$ cat src/rtl/timer_mmio_periph.sv
// timer_mmio_periph
// Memory-mapped peripheral on the CPU MEM-stage load/store bus. It contains:
//   - a reloadable 32-bit up-counter (TH/TL) with an interrupt request
//   - a free-running 32-bit systick counter
//   - the LED and 7-segment output registers
// Loads are answered combinationally in the same cycle. Stores take effect
// on the clock edge.
//
// Register map (byte offsets from BASE_ADDR; addr[1:0] is ignored):
//   0x00 TH       reload value, copied into TL when TL overflows
//   0x04 TL       counter value
//   0x08 TCON     bit0 EN (count enable), bit1 IE (interrupt enable),
//                 bit2 IS (interrupt status)
//   0x0C LEDS     LED register, LED_W bits wide
//   0x10 DIGI     7-segment register, DIGI_W bits wide
//   0x14 SYSTICK  free-running counter; writable
//   0x18..0x1F    not decoded, so hit is 0
module timer_mmio_periph #(
   parameter logic [31:0] BASE_ADDR = 32'h4000_0000,
   parameter int          LED_W     = 8,
   parameter int          DIGI_W    = 12
) (
   input  logic              clk,
   input  logic              reset,
   input  logic              MemRead,
   input  logic              MemWrite,
   input  logic [31:0]       addr,
   input  logic [31:0]       wdata,
   output logic [31:0]       rdata,
   output logic              hit,
   output logic              irq,
   output logic [LED_W-1:0]  leds,
   output logic [DIGI_W-1:0] digi
);

   // Word indices of the registers inside the 32-byte decode window.
   localparam int         NUM_REGS    = 6;
   localparam logic [2:0] IDX_TH      = 3'd0;
   localparam logic [2:0] IDX_TL      = 3'd1;
   localparam logic [2:0] IDX_TCON    = 3'd2;
   localparam logic [2:0] IDX_LEDS    = 3'd3;
   localparam logic [2:0] IDX_DIGI    = 3'd4;
   localparam logic [2:0] IDX_SYSTICK = 3'd5;

   // Bit positions inside TCON.
   localparam int TCON_EN = 0;
   localparam int TCON_IE = 1;
   localparam int TCON_IS = 2;

   localparam logic [31:0] TL_MAX = 32'hFFFF_FFFF;

   // Architectural registers.
   logic [31:0]       th_reg;
   logic [31:0]       tl_reg;
   logic [2:0]        tcon_reg;
   logic [LED_W-1:0]  leds_reg;
   logic [DIGI_W-1:0] digi_reg;
   logic [31:0]       systick_reg;

   // Next-state values.
   logic [31:0]       th_next;
   logic [31:0]       tl_next;
   logic [2:0]        tcon_next;
   logic [LED_W-1:0]  leds_next;
   logic [DIGI_W-1:0] digi_next;
   logic [31:0]       systick_next;

   // Address decode.
   logic                in_window;
   logic [2:0]          reg_index;
   logic [NUM_REGS-1:0] sel;
   logic [NUM_REGS-1:0] wr_sel;

   // Timer control signals.
   logic timer_en;
   logic int_en;
   logic int_status;
   logic tl_at_max;
   logic overflow;
   logic overflow_irq;

   // The byte-lane bits take no part in decoding. This signal only
   // exists to show that they are ignored on purpose.
   logic unused_addr_bits;
   assign unused_addr_bits = ^addr[1:0];

   // The window is 32-byte aligned, so one upper-bit compare selects it.
   // The word index then picks the register.
   assign in_window = (addr[31:5] == BASE_ADDR[31:5]);
   assign reg_index = addr[4:2];

   // One-hot select and write strobe for each implemented register.
   // Indices 6 and 7 fall in the window but have no register, so they
   // do not produce a hit.
   generate
      for (genvar gi = 0; gi < NUM_REGS; gi++) begin : g_sel
         assign sel[gi]    = in_window && (reg_index == 3'(gi));
         assign wr_sel[gi] = MemWrite && sel[gi];
      end
   endgenerate

   assign hit = |sel;

   // Short names for the TCON fields.
   assign timer_en   = tcon_reg[TCON_EN];
   assign int_en     = tcon_reg[TCON_IE];
   assign int_status = tcon_reg[TCON_IS];

   // Overflow is the counting edge on which TL is at all-ones.
   // The interrupt status is set only if IE is already set on that edge.
   assign tl_at_max    = (tl_reg == TL_MAX);
   assign overflow     = timer_en && tl_at_max;
   assign overflow_irq = overflow && int_en;

   // The interrupt request comes straight from the registers, so it
   // drops in the cycle after an acknowledge or a reset.
   assign irq = int_en && int_status;

   assign leds = leds_reg;
   assign digi = digi_reg;

   // Load data mux. Registers narrower than 32 bits are zero-extended.
   // A simultaneous store has not taken effect yet, so a load always
   // sees the value from before the write.
   always_comb begin
      rdata = 32'd0;
      if (MemRead && hit) begin
         case (reg_index)
            IDX_TH:      rdata = th_reg;
            IDX_TL:      rdata = tl_reg;
            IDX_TCON:    rdata = {29'd0, tcon_reg};
            IDX_LEDS:    rdata = {{(32-LED_W){1'b0}}, leds_reg};
            IDX_DIGI:    rdata = {{(32-DIGI_W){1'b0}}, digi_reg};
            IDX_SYSTICK: rdata = systick_reg;
            default:     rdata = 32'd0;
         endcase
      end
   end

   // Counter next state.
   // A store to TL takes priority over both increment and reload.
   // A reload uses the TH value from before the edge, even if TH is
   // written on the same edge.
   always_comb begin
      tl_next = tl_reg;
      if (wr_sel[IDX_TL]) begin
         tl_next = wdata;
      end else if (timer_en) begin
         if (tl_at_max) begin
            tl_next = th_reg;
         end else begin
            tl_next = tl_reg + 32'd1;
         end
      end
   end

   // Reload register next state.
   always_comb begin
      th_next = th_reg;
      if (wr_sel[IDX_TH]) begin
         th_next = wdata;
      end
   end

   // TCON next state.
   // A store sets EN and IE from wdata. IS is ORed with a same-edge
   // overflow, so an interrupt cannot be lost when it races an ack.
   // IS clears only when a store writes 0 to it and no overflow sets it.
   // If a store to TL coincides with an overflow, the store still owns TL,
   // but the overflow is still reported in IS.
   always_comb begin
      tcon_next = tcon_reg;
      if (wr_sel[IDX_TCON]) begin
         tcon_next[TCON_EN] = wdata[TCON_EN];
         tcon_next[TCON_IE] = wdata[TCON_IE];
         tcon_next[TCON_IS] = wdata[TCON_IS] || overflow_irq;
      end else begin
         tcon_next[TCON_IS] = int_status || overflow_irq;
      end
   end

   // Output registers and systick next state.
   // SYSTICK counts every cycle and wraps. A store to SYSTICK wins over
   // the increment.
   always_comb begin
      leds_next    = leds_reg;
      digi_next    = digi_reg;
      systick_next = systick_reg + 32'd1;
      if (wr_sel[IDX_LEDS]) begin
         leds_next = wdata[LED_W-1:0];
      end
      if (wr_sel[IDX_DIGI]) begin
         digi_next = wdata[DIGI_W-1:0];
      end
      if (wr_sel[IDX_SYSTICK]) begin
         systick_next = wdata;
      end
   end

   // Register update with synchronous reset.
   // A reset during counting clears every register on that edge.
   always_ff @(posedge clk) begin
      if (reset) begin
         th_reg      <= 32'd0;
         tl_reg      <= 32'd0;
         tcon_reg    <= 3'd0;
         leds_reg    <= '0;
         digi_reg    <= '0;
         systick_reg <= 32'd0;
      end else begin
         th_reg      <= th_next;
         tl_reg      <= tl_next;
         tcon_reg    <= tcon_next;
         leds_reg    <= leds_next;
         digi_reg    <= digi_next;
         systick_reg <= systick_next;
      end
   end

endmodule

$ cat config.mk
export PLATFORM = sky130hd
export DESIGN_NAME = timer_mmio_periph
export DESIGN_NICKNAME = d
export VERILOG_FILES = /design/src/rtl/timer_mmio_periph.sv
export SDC_FILE = /design/constraint.sdc
export NUM_CORES = 1
export LEC_CHECK = 0
export CORE_MARGIN = 2
export CORE_UTILIZATION = 55
export CTS_BUF_LIST = sky130_fd_sc_hd__clkbuf_4 sky130_fd_sc_hd__clkbuf_8
export DETAILED_ROUTE_END_ITERATION = 8
export PLACE_DENSITY_LB_ADDON = 0.3
export SLEW_MARGIN = 20
export SYNTH_ARGS = -nofsm -noshare
export SYNTH_HDL_FRONTEND = slang
export SYNTH_SLANG_ARGS = --single-unit
$ cat constraint.sdc
create_clock -name clk -period 3.5 [get_ports clk]
set_input_delay 0.875 -clock clk [delete_from_list [all_inputs] [get_ports clk]]
set_output_delay 0.875 -clock clk [all_outputs]
set_load 0.01 [all_outputs]
Word level (Yosys, flattened, before mapping). Cells that the tools add are included.

Flip-flop bits (word level): 119. Output and inout bits: 54. Word-level logic and storage cells: 44. Bits of input ports: 68.

Muxes and demuxes: 7. Reductions and logical operators: 21. Equality and inequality tests: 7. Add/sub/neg operators: 2.

Operators by type and width (number): one-hot mux 32 bit (6 select lines) (1); 2-to-1 mux 32 bit (5); adder 32 x 1 -> 32 bit, second input constant (2); equality test 32 bit, second input constant (1); equality test 27 x 26 -> 1 bit, second input constant (1); logical AND 1 bit (16); equality test 3 x 2 -> 1 bit, second input constant (2); equality test 3 bit, second input constant (2); OR reduction 6 bit (1); equality test 3 x 1 -> 1 bit, second input constant (1); zero test 3 bit (1); logical OR 1 bit (2); nonzero test 2 bit (1); 2-to-1 mux 1 bit (1).

Logic depth before layout (Yosys ltp).
Depth after elaboration: 5. Mapped depth: 9. Mapped depth without buffers: 7.

Least setup slack after synthesis. Ideal clock, no wire load.

Path kind: input -> output. From: input port addr[15]. To: output port rdata[12]. Arrival: 2.488 ns. Required time: 2.625 ns. Slack: 0.137 ns. Stages: 8. Cell sequence: nor4b_2 -> nand4_2 -> nor2_2 -> nand2_2 -> or2_1 -> clkbuf_1 -> buf_2 -> nor2_1.

Cells in the longest elaborated chain, start to end: 5. Elaborated cells between the ends (all ways): 10. Classes of those cells: eq/ne (1); mux (1); reduce/logical (8).

Ends and longest elaborated chain: from (decl) (RTL line 27) `input logic [31:0] addr,`; equality test 27 x 26 -> 1 bit (*) (RTL line 89) `assign in_window = (addr[31:5] == BASE_ADDR[31:5]);`; logical AND 1 bit (RTL line 97) `assign sel[gi] = in_window && (reg_index == 3'(gi));`; OR reduction 6 bit (*) (RTL line 102) `assign hit = |sel;`; logical AND 1 bit (*) (RTL line 127) `if (MemRead && hit) begin`; 2-to-1 mux 32 bit (*) (RTL line 127); to (decl) (RTL line 29) `output logic [31:0] rdata,`.

Every way passes the cells marked *; elsewhere a longest branch is shown, timed or not.

Final worst setup path.
From: input port addr[13]. To: output port rdata[14].

The elaborated chain is that of the path after synthesis.

==> results.md <==
* Drt first pass iters at 5
* Mapped Area at 0.00707 mm²
* DP Area at 0.00853 mm²
* DRC at 0
* Fillers at ~1,000
* # hold bufs at CTS at 0
* Clock Pin Slew Worst Setup and Hold Paths at 0.07 ns
* Post-Synthesis Cells at 881
* Power density cells at about 300 mW/mm²
* Initial antenna violation count at 0
* Die Area at 0.0138 mm²
* Slowest cell delay on critical path at 0.31 ns
* Crit path max-delay family: simple AND/OR/NAND/NOR gates
* First-pass GRT wire length at 36.8 mm
* Fin. Hold Viols at 0
* Yosys warns at 0
* Fraction of registers with async set or reset after synthesis at 0%
* Crit path time final at 3.47 ns
* IO buf count at about 120
* Status: completed
* Synth Flop Type: dfxtp_1
* Skew final at a little under 0.009 ns
* Core Footprint at between 0.01 and 0.015 mm²
* Slew @ Worst Pin at 1.03 ns
* Worst r2r dst: systick_reg[24]
* Critical path cell sequence: dlygate4sd2_1, nor4_2, nand4_2, nor2_2, nand2_2, or2_4, buf_16, buf_12, nor2_2, buf_2
* Final period util at between 90 and 100%
* Post-synthesis sequential area ratio at roughly a third
* H-tree levels at 4
* HPWL after DPL at between 15 and 20 mm
* Synthesized area per cell at around 8 µm²
* WL/cell at 19.4 µm
* Clock tree sinks at approximately 120
* Fin. max-slew vios at 0
* Worst vdd ir at 0.000206 V
* Design area at ~0.0089 mm²
* Flop-to-flop setup slack at about 0.90 ns
* Rows at 41
* Worst min path class: flop to flop
* Setup violators final at 0
* Crit path to: rdata[14]
* CTS tree: done
* CP max stage cell: or2_4
* Worst path arrival time at roughly 2.6 ns
* Worst Reg-to-Reg Cells at 6
* WP buf/inv at 4
* WP depth at 10
* Die height at 117 µm
* Total track usage at 33.1%
* Die width at ~120 µm
* Clk root buf: clkbuf_8
* Cts bufs inserted at 17
* Setup Crit Path Kind: primary input to primary output
* R2R Path Start: systick_reg[11]
* EDFF count, synth at 0
* Max Cap Violations at 0
* Mapped Nets at 951
* Leak at between 3 and 4 nW
* ANT cells at 0
* Fmax at approximately 290 MHz
* Layout cells sized above 1 at approximately 16%
* Vias/cell at roughly 6.3
* Worst rel slew slack at 30.6%
* Initial Util at between 50% and 60%
* Commonest non-fill, non-tap cell in the layout: nor2_1
* Area delta synth->final at 25.4%
* Clock Tree Buf Depth at 2
* Commonest cells after routing, fill and taps aside: 123 x nor2_1, 119 x dfxtp_1, 104 x nand2_1
* Vias in the first global route at about 7,000
* WL final at about 23 mm
* GP Congestion at roughly 0.93
* Iter 0 DRT Violations at ~1,000
* CP endpoint kind: primary output
* Most common cell on crit path: nor2_2
* WP data required at 2.62 ns
* Nets at 1,066
* Via count at 7,473
* Peak fanout along the critical path at 6
* Worst Setup Start Kind: primary input
* GR Overflow Total at 0
* Worst-Skew Late Latency at around 0.46 ns
* Boundary Pins at ~120
* Detail Route Antenna Nets at 0
* CP Launch Point: addr[13]
* Setup_tns at 0 ns
* Pin count of the biggest net entering global routing at 58
* Synth unique cells at 59
* Register bit total from synthesis at 119
## how the worst min path moves through the flow
stage	startpoint	end	slack (ns)	depth (start not counted)
after global routing	digi[4]	digi[4]	0.49	2
final	digi[4]	digi[4]	0.47	2
after global placement	digi[4]	digi[4]	0.46	2
after floorplan	th_reg[3]	th_reg[3]	0.45	2
after CTS	th_reg[31]	th_reg[31]	0.47	2
after detailed placement	digi[8]	digi[8]	0.46	2
## power by group
group	switching (W)	leakage [nW]	internal, W	total, W
combinational	0.0000989	2.06	0.0000911	0.000190
sequential	0.00000670	0.959	0.00136	0.00136
clock	0.000542	0.184	0.000559	0.00110
total	0.000648	3.20	0.00201	0.00266
## per-stage QoR
stage	utilization (%)	hold WS, ns	setup WS [ns]	total power (W)	instances
6_report	70.6	0.470	0.0342	0.00266	1179
5_1_grt	70.6	0.487	-0.0234	0.00272	1179
4_1_cts	70.5	0.471	0.000750	0.00265	1178
3_5_place_dp	67.9	0.461	-0.522	0.00159	1142
3_3_place_gp	67.9	0.458	-0.490	0.00159	1142
2_1_floorplan	-	0.447	0.137	0.00146	881
## kinds of logic after synthesis
group / after synthesis / share of synthesized area (%)
compound gates: 158 / 14.8
buf+inv: 72 / 4.33
fa+ha+maj: 2 / 0.354
mux: 68 / 12.0
xor+xnor: 44 / 5.45
flops: 119 / 33.7
simple gates: 418 / 29.4
## per-layer routing
layer	share of wire, %	GRT usage (%)	routed length, µm	up-vias
met5	0	0	0	-
met4	2.8	13.8	629	0
met3	10	7.59	2350	68
met2	45	51.2	10200	443
met1	42	44.6	9650	3537
li1	-	-	-	3425
## final cells by class
type	count	area, µm²	share of cell area [%]
inverter	6	22.5	0.254
multi-input combinational	690	4440	50.0
timing repair buffer	162	1480	16.7
sequential	119	2380	26.9
tap	172	215	2.43
clock buffer	25	307	3.46
clock inverter	5	25.0	0.282
## Yosys cell counts, types with 2 or more instances
cell | n | area [µm²]
nor4_4 | 2 | 42.5
a2bb2oi_1 | 3 | 26.3
a31oi_1 | 2 | 12.5
buf_4 | 3 | 22.5
and4_1 | 11 | 96.3
xnor2_1 | 25 | 219
nand4_2 | 3 | 37.5
nand4_1 | 23 | 144
nor4_1 | 12 | 75.1
a21oi_1 | 56 | 280
mux2_2 | 24 | 270
nor4_2 | 4 | 50.1
nand2_1 | 104 | 390
inv_1 | 6 | 22.5
a211oi_1 | 39 | 293
o22a_1 | 2 | 17.5
and3_1 | 18 | 113
dfxtp_1 | 119 | 2380
mux4_2 | 11 | 248
or3_1 | 8 | 50.1
a22oi_1 | 21 | 158
buf_1 | 7 | 26.3
or4_4 | 2 | 22.5
buf_2 | 14 | 70.1
a32o_1 | 2 | 20.0
o21ai_0 | 11 | 55.1
mux2i_1 | 33 | 330
nand3_1 | 37 | 185
clkbuf_1 | 41 | 154
nand2_2 | 2 | 12.5
and2_1 | 5 | 31.3
o22ai_1 | 2 | 12.5
xor2_1 | 19 | 166
nor2_1 | 125 | 469
nand2b_1 | 6 | 37.5
a21o_1 | 4 | 30.0
nor3_1 | 40 | 200
nor2b_1 | 7 | 43.8
o211ai_1 | 7 | 52.6
ha_1 | 2 | 25.0
## tightest hold or removal path: cells and delay by family (launching register included)
| family | cells | cell delay, ns |
|---|---|---|
| flops | 1 | 0.32 |
| simple gates | 1 | 0.06 |
| compound gates | 1 | 0.05 |
## timing repair
action / 4_1_cts / 5_1_grt
endpoints found under the setup margin: 33 / 17
setup buffers: 4 / 2
cloned: 2 / 0
resized for setup: 147 / 7
pin swaps: 14 / 6
Power figures use the tool's default switching activity.
